<file path="src/rtl/ahb_master.sv">
// AHB-Lite burst master: converts a single command into a pipelined
// INCR burst of word transfers, honouring wait states and ERROR aborts.
module ahb_master (
    input  logic        HCLK,
    input  logic        HRESETn,
    input  logic        cmd_valid,
    output logic        cmd_ready,
    input  logic        cmd_write,
    input  logic [31:0] cmd_addr,
    input  logic [3:0]  cmd_len,
    output logic        wr_req,
    input  logic [31:0] wr_data,
    output logic        rd_valid,
    output logic [31:0] rd_data,
    output logic        done,
    output logic        err,
    output logic [31:0] HADDR,
    output logic [1:0]  HTRANS,
    output logic        HWRITE,
    output logic [2:0]  HSIZE,
    output logic [2:0]  HBURST,
    output logic [31:0] HWDATA,
    input  logic [31:0] HRDATA,
    input  logic        HREADY,
    input  logic        HRESP
);

    typedef enum logic [1:0] {
        S_IDLE,
        S_ADDR,
        S_DRAIN,
        S_ERR
    } state_t;

    localparam logic [1:0] TR_IDLE   = 2'b00;
    localparam logic [1:0] TR_NONSEQ = 2'b10;
    localparam logic [1:0] TR_SEQ    = 2'b11;

    state_t     state;
    logic [3:0] cnt;
    // A data phase is outstanding on the bus.
    logic       dp;
    logic       rd_ok;
    logic       err_first;

    assign cmd_ready = (state == S_IDLE);
    assign wr_req    = (state == S_ADDR) & HWRITE & HREADY;
    assign HSIZE     = 3'b010;
    assign rd_ok     = dp & ~HWRITE & HREADY & ~HRESP;
    assign err_first = dp & HRESP & ~HREADY;

    // Burst sequencer: address/control, write data and read capture.
    always_ff @(posedge HCLK or negedge HRESETn) begin
        if (!HRESETn) begin
            state    <= S_IDLE;
            cnt      <= 4'd0;
            dp       <= 1'b0;
            HADDR    <= 32'd0;
            HTRANS   <= TR_IDLE;
            HWRITE   <= 1'b0;
            HBURST   <= 3'b000;
            HWDATA   <= 32'd0;
            rd_data  <= 32'd0;
            rd_valid <= 1'b0;
            done     <= 1'b0;
            err      <= 1'b0;
        end else begin
            rd_valid <= 1'b0;
            done     <= 1'b0;
            err      <= 1'b0;
            if (rd_ok) begin
                rd_data  <= HRDATA;
                rd_valid <= 1'b1;
            end
            case (state)
                S_IDLE: begin
                    HTRANS <= TR_IDLE;
                    if (cmd_valid) begin
                        HADDR  <= {cmd_addr[31:2], 2'b00};
                        HWRITE <= cmd_write;
                        HBURST <= (cmd_len == 4'd0) ? 3'b000 : 3'b001;
                        HTRANS <= TR_NONSEQ;
                        cnt    <= cmd_len;
                        state  <= S_ADDR;
                    end
                end
                S_ADDR: begin
                    if (err_first) begin
                        HTRANS <= TR_IDLE;
                        state  <= S_ERR;
                    end else if (HREADY) begin
                        dp    <= 1'b1;
                        HADDR <= HADDR + 32'd4;
                        if (HWRITE) begin
                            HWDATA <= wr_data;
                        end
                        if (cnt == 4'd0) begin
                            HTRANS <= TR_IDLE;
                            state  <= S_DRAIN;
                        end else begin
                            cnt <= cnt - 4'd1;
                            // A beat landing on a 1 KB boundary restarts as NONSEQ.
                            HTRANS <= (HADDR[9:2] == 8'hFF) ? TR_NONSEQ : TR_SEQ;
                        end
                    end
                end
                S_DRAIN: begin
                    if (err_first) begin
                        state <= S_ERR;
                    end else if (HREADY) begin
                        done  <= 1'b1;
                        dp    <= 1'b0;
                        state <= S_IDLE;
                    end
                end
                S_ERR: begin
                    if (HREADY) begin
                        done  <= 1'b1;
                        err   <= 1'b1;
                        dp    <= 1'b0;
                        state <= S_IDLE;
                    end
                end
                default: state <= S_IDLE;
            endcase
        end
    end

endmodule

</file>
<file path="config.mk">
export PLATFORM = sky130hd
export DESIGN_NAME = ahb_master
export DESIGN_NICKNAME = d
export VERILOG_FILES = /design/src/rtl/ahb_master.sv
export SDC_FILE = /design/constraint.sdc
export NUM_CORES = 1
export LEC_CHECK = 0
export CAP_MARGIN = 10
export CELL_PAD_IN_SITES_DETAIL_PLACEMENT = 1
export CELL_PAD_IN_SITES_GLOBAL_PLACEMENT = 2
export CORE_MARGIN = 4
export CORE_UTILIZATION = 26
export DETAILED_ROUTE_END_ITERATION = 8
export PLACE_DENSITY = 0.83
export SLEW_MARGIN = 15
export SYNTH_ARGS = -nofsm -noshare
export SYNTH_HDL_FRONTEND = slang
export SYNTH_SLANG_ARGS = --single-unit
export TNS_END_PERCENT = 50
</file>
<file path="constraint.sdc">
create_clock -name HCLK -period 2.09 [get_ports HCLK]
set_input_delay 0.5225 -clock HCLK [delete_from_list [all_inputs] [get_ports HCLK]]
set_output_delay 0.5225 -clock HCLK [all_outputs]
set_load 0.02 [all_outputs]
</file>
After elaboration in Yosys (flattened, before gate mapping)
Cells that the tools add are included.
Operators by class
  equal/unequal tests: 11
  add/sub/neg operators: 2
  bitwise gates (word level): 11
  muxes and demuxes: 33
  reductions and logical operators: 12
Operator list (count)
  two-way mux 32 bit: 3
  one-hot mux 32 bit (2 select lines): 1
  adder 32 x 3 -> 32 bit, second input constant: 1
  two-way mux 2 bit: 10
  two-way mux 4 bit: 4
  AND reduction 4 bit: 3
  two-way mux 1 bit: 10
  != test 2 bit, second input constant: 5
  equality test 8 bit, second input constant: 1
  zero test 4 bit: 2
  one-hot mux 2 bit (4 select lines): 1
  one-hot mux 4 bit (2 select lines): 1
  AND 1 bit: 7
  AND reduction 5 bit: 1
  equality test 2 bit, second input constant: 2
  inverter 1 bit: 4
  one-hot mux 2 bit (2 select lines): 1
  AND reduction 2 bit: 2
  subtractor 4 x 1 -> 4 bit, second input constant: 1
  != test 3 x 2 -> 1 bit, second input constant: 1
  != test 3 bit, second input constant: 1
  one-hot mux 1 bit (3 select lines): 1
  AND reduction 3 bit: 1
  nonzero test 3 bit: 1
  other kinds (4): 4
Storage, ports and cells
  output and inout bits: 110
  bits in registers: 112

Depth between registers and ports, before layout
  depth in word-level cells: 6
  depth in mapped cells: 7
  mapped depth without buffers: 6

Least setup slack after synthesis
Ideal clock, no wire load.
  path type: register -> register
  from: register HADDR[2]
  to: register HADDR[30]
  path buffers: 0
  clock period less this slack: 1998 ps
  arrival time: 1899 ps
  setup slack: 92 ps
  cell stages (with the launch flop): 6
  library setup time: 99 ps
  cells stage by stage: dfrtp_1 > ha_1 > nand4_1 > or4_1 > o31a_1 > a311oi_1
On the way
  longest elaborated chain between the ends: 4
RTL lines
  from (decl): RTL line 17  | output logic [31:0] HADDR,
  from (signal assigned): RTL line 79  | HADDR <= {cmd_addr[31:2], 2'b00};
  from (signal assigned): RTL line 93  | HADDR <= HADDR + 32'd4;
  adder 32 x 3 -> 32 bit: RTL line 93
  two-way mux 32 bit: RTL line 91  | end else if (HREADY) begin
  two-way mux 32 bit: RTL line 88  | if (err_first) begin
  one-hot mux 32 bit (2 select lines): RTL line 75  | case (state)
No other way between the ends. The select of a mux whose other input is x is not followed.
A chain may end at the register's enable or synchronous reset.

Final worst setup path
  from: register HADDR[19]
  to: output HADDR[19]
No word-level cell between the ends.

==> impl_results.md <==
- Status: finished, final reports clean
- Worst setup SP type: register
- Grt peak-use layer: met2
- Area grow syn2layout: 54.7%
- Final slew viol count: 0
- TritonCTS clock tree: built
- Site Rows: 52
- Fmax: 487 MHz
- Pwr Total: 13.3 mW
- Clk root buf: clkbuf_16
- FF+latch count, synth: 108
- # fillers: 2,199
- Delay-heaviest family, CP: buffers and inverters
- Final Wtd Congestion: 0.856
- Syn Area/Cell: 11.0 µm²
- Antenna Nets Post-Route: 0
- Worst Skew: 9.47 ps
- CTS Buf Count: 9
- Initial Util: 26.4%
- Post-synthesis simple-gate area fraction: 16.9%
- Top FF cell, synth: dfrtp_1
- WL final: 20.2 mm
- Most common cell after layout, fill and taps aside: clkdlybuf4s50_1
- Met1 Resource Use GR: 21.6%
- Die width: 151 µm
- HP Class: in -> async
- Sequential area share after synthesis: 50.6%
- CP Max Fanout: 7
- Crit path arrival time: 1530 ps
- Final Setup Violations: 0
- Worst setup EP type: output port
- DRC Markers: 0
- Die height: 151 µm
- Clk_lat worst skew: 360 ps
- Port-buffer cells: 206
- GR Util met3: 3.71%
- Ports: 216
- Mapped Cells: 487
- XOR/XNOR Fraction of Synth Area: 0%
- Power density cells: 1600 mW/mm²
- Gr usage total: 17.2%
- Max incr delay on CP: 680 ps
- Via density: 5.04
- Vias: 4,997
- CP Data Required Time: 1570 ps
- Worst-path clk slew: 80 ps
- Slowest CP cell: clkdlybuf4s50_1
- GR Overflow Total: 0
- RSZ-0062 raised after global routing: true
- Post-Synth Adder-Cell Area: 0.469%
- Pin count of the biggest net entering global routing: 49
- Buf/Inv on CP: 1
- H-tree levels: 3
- Most frequent cells in the layout: clkdlybuf4s50_1 (194), dfrtp_1 (104), mux2_2 (65)
- Yosys cell types: 61
- Max-cap check violation count: 0
- Hold Vio Cnt, Final: 0
- Final hold slack: 108 ps
- VDD IR max: 0.000649 V
- Post-synthesis compound-gate area fraction: 12.8%
- CORE AREA: 0.0202 mm²
- Drt wl/cell: 20.4 µm
- Detailed Route Iter0 Violations: 274
- Leak pwr: 3.29 nW
- Buffer depth of the longest clock path: 2
- Met2 Usage GRT: 29.4%
- DIE AREA: 0.0229 mm²
- Total iterations of the first detailed-routing run: 5
- Crit path time final: 2050 ps
- Largest family of logic cells by synthesized area: simple AND/OR/NAND/NOR gates
- Post-synthesis mux area share: 14.3%
- DP HPWL: 15.5 mm
- Netlist Area Pre-Place: 0.00534 mm²
- Total Nets Final: 824
- Final period util: 98.3%
- First-pass GRT wire length: 30.6 mm
- Ys async rst share: 100%
- Critical path type: reg -> out
- Share of layout cells above drive strength 1: 20.9%
- Critical path, cell by cell: clkdlybuf4s50_1
- Setup_tns: 0 ps
- Clock sinks: 108
- EDFF count, synth: 0
- Vias in the first global route: 5,446
- Yosys warning count: 0
- Antenna violations before repair: 0
==> worst paths after layout <==
kind	to	cells past startpoint	startpoint	slack (ps)
min reg2reg	rd_data[3]$_DFFE_PN0P_	1	rd_data[3]$_DFFE_PN0P_	510
max	HADDR[19]	1	HADDR[19]$_DFFE_PN0P_	40
min	rd_data[20]$_DFFE_PN0P_	1	HRESETn	110
max reg2reg	HADDR[30]$_DFFE_PN0P_	5	HADDR[2]$_DFFE_PN0P_	90
min in group HCLK	rd_data[3]$_DFFE_PN0P_	1	rd_data[3]$_DFFE_PN0P_	510
max in group asynchronous	HWDATA[17]$_DFFE_PN0P_	2	HRESETn	1340
==> power by group <==
group | total, mW | leakage, nW | internal, mW | switching [mW]
logic | 7.43 | 1.88 | 3.63 | 3.80
clock network | 1.73 | 0.146 | 0.845 | 0.881
registers | 4.10 | 1.27 | 3.15 | 0.945
==> worst register-to-register path, stage by stage (launching register included) <==
cell and delay (ps):
dfrtp_1 360, ha_2 250, nand4_1 180, or4_4 600, o31a_1 260, a311oi_1 250
==> synth_stat cells (5+ instances only) <==
library cell | instances | area, µm²
nand2_1 | 25 | 93.8
o22ai_1 | 10 | 62.6
buf_4 | 9 | 67.6
and3_1 | 6 | 37.5
or4_1 | 11 | 82.6
nor4b_1 | 7 | 61.3
nor3_1 | 11 | 55.1
o211ai_1 | 7 | 52.6
inv_1 | 6 | 22.5
and2_1 | 5 | 31.3
a21oi_1 | 27 | 135
nor2_1 | 22 | 82.6
nand3_1 | 25 | 125
nor4_1 | 7 | 43.8
clkbuf_1 | 17 | 63.8
dfrtp_1 | 108 | 2700
a2bb2oi_1 | 8 | 70.1
and4_1 | 5 | 43.8
nand4_1 | 12 | 75.1
buf_2 | 9 | 45.0
o21ai_0 | 19 | 95.1
mux2_2 | 65 | 732
==> timing repair <==
| item | 4_1_cts | 5_1_grt |
|---|---|---|
| setup endpoints to repair | 9 | 9 |
| hold buffers | 0 | 0 |
| setup buffers | 0 | 0 |
| pin swaps | 0 | 1 |
| endpoints found under the hold margin | 0 | 0 |
| resized for setup | 14 | 9 |
==> metrics by stage <==
step | std cells | util (%) | area [µm²] | worst slack, ps
floorplan | 492 | - | 5360 | 91.6
detailed placement | 975 | 39.3 | 7950 | -522
CTS | 991 | 40.7 | 8240 | -21.1
finish | 992 | 40.8 | 8260 | 35.8
global placement | 975 | 39.3 | 7950 | -534
global route | 991 | 40.8 | 8260 | -20.8
==> layout make-up <==
type                    count  area [µm²]  area share (%)
inverters                   6        22.5           0.273
clock buffers               9         225            2.73
flip-flops and latches    108        2710            32.8
repair buffers            255        2490            30.1
clock inverters             7        65.1           0.788
well taps                 270         338            4.09
multi-input cells         336        2410            29.2
diodes                      1        2.50          0.0303
==> registers in the layout, summed over array words and instances (netlist names), 2 cells and up <==
register  cells
HTRANS        2
HWDATA       32
HADDR        30
cnt           4
rd_data      32
state         2
==> layer usage <==
metal	wire length (µm)	up-vias
met5	0	-
met4	315	0
met3	1760	21
met2	9750	200
met1	8370	2502
li1	-	2274
==> cell families after synthesis <==
family                   count (synthesis)
AND/OR/NAND/NOR                        156
flip-flops                             108
AO/OA/AOI/OAI                          103
multiplexers                            68
buffers and inverters                   48
adder cells (fa/ha/maj)                  2
other                                    2
No activity file was read; power rests on OpenSTA's default activity.
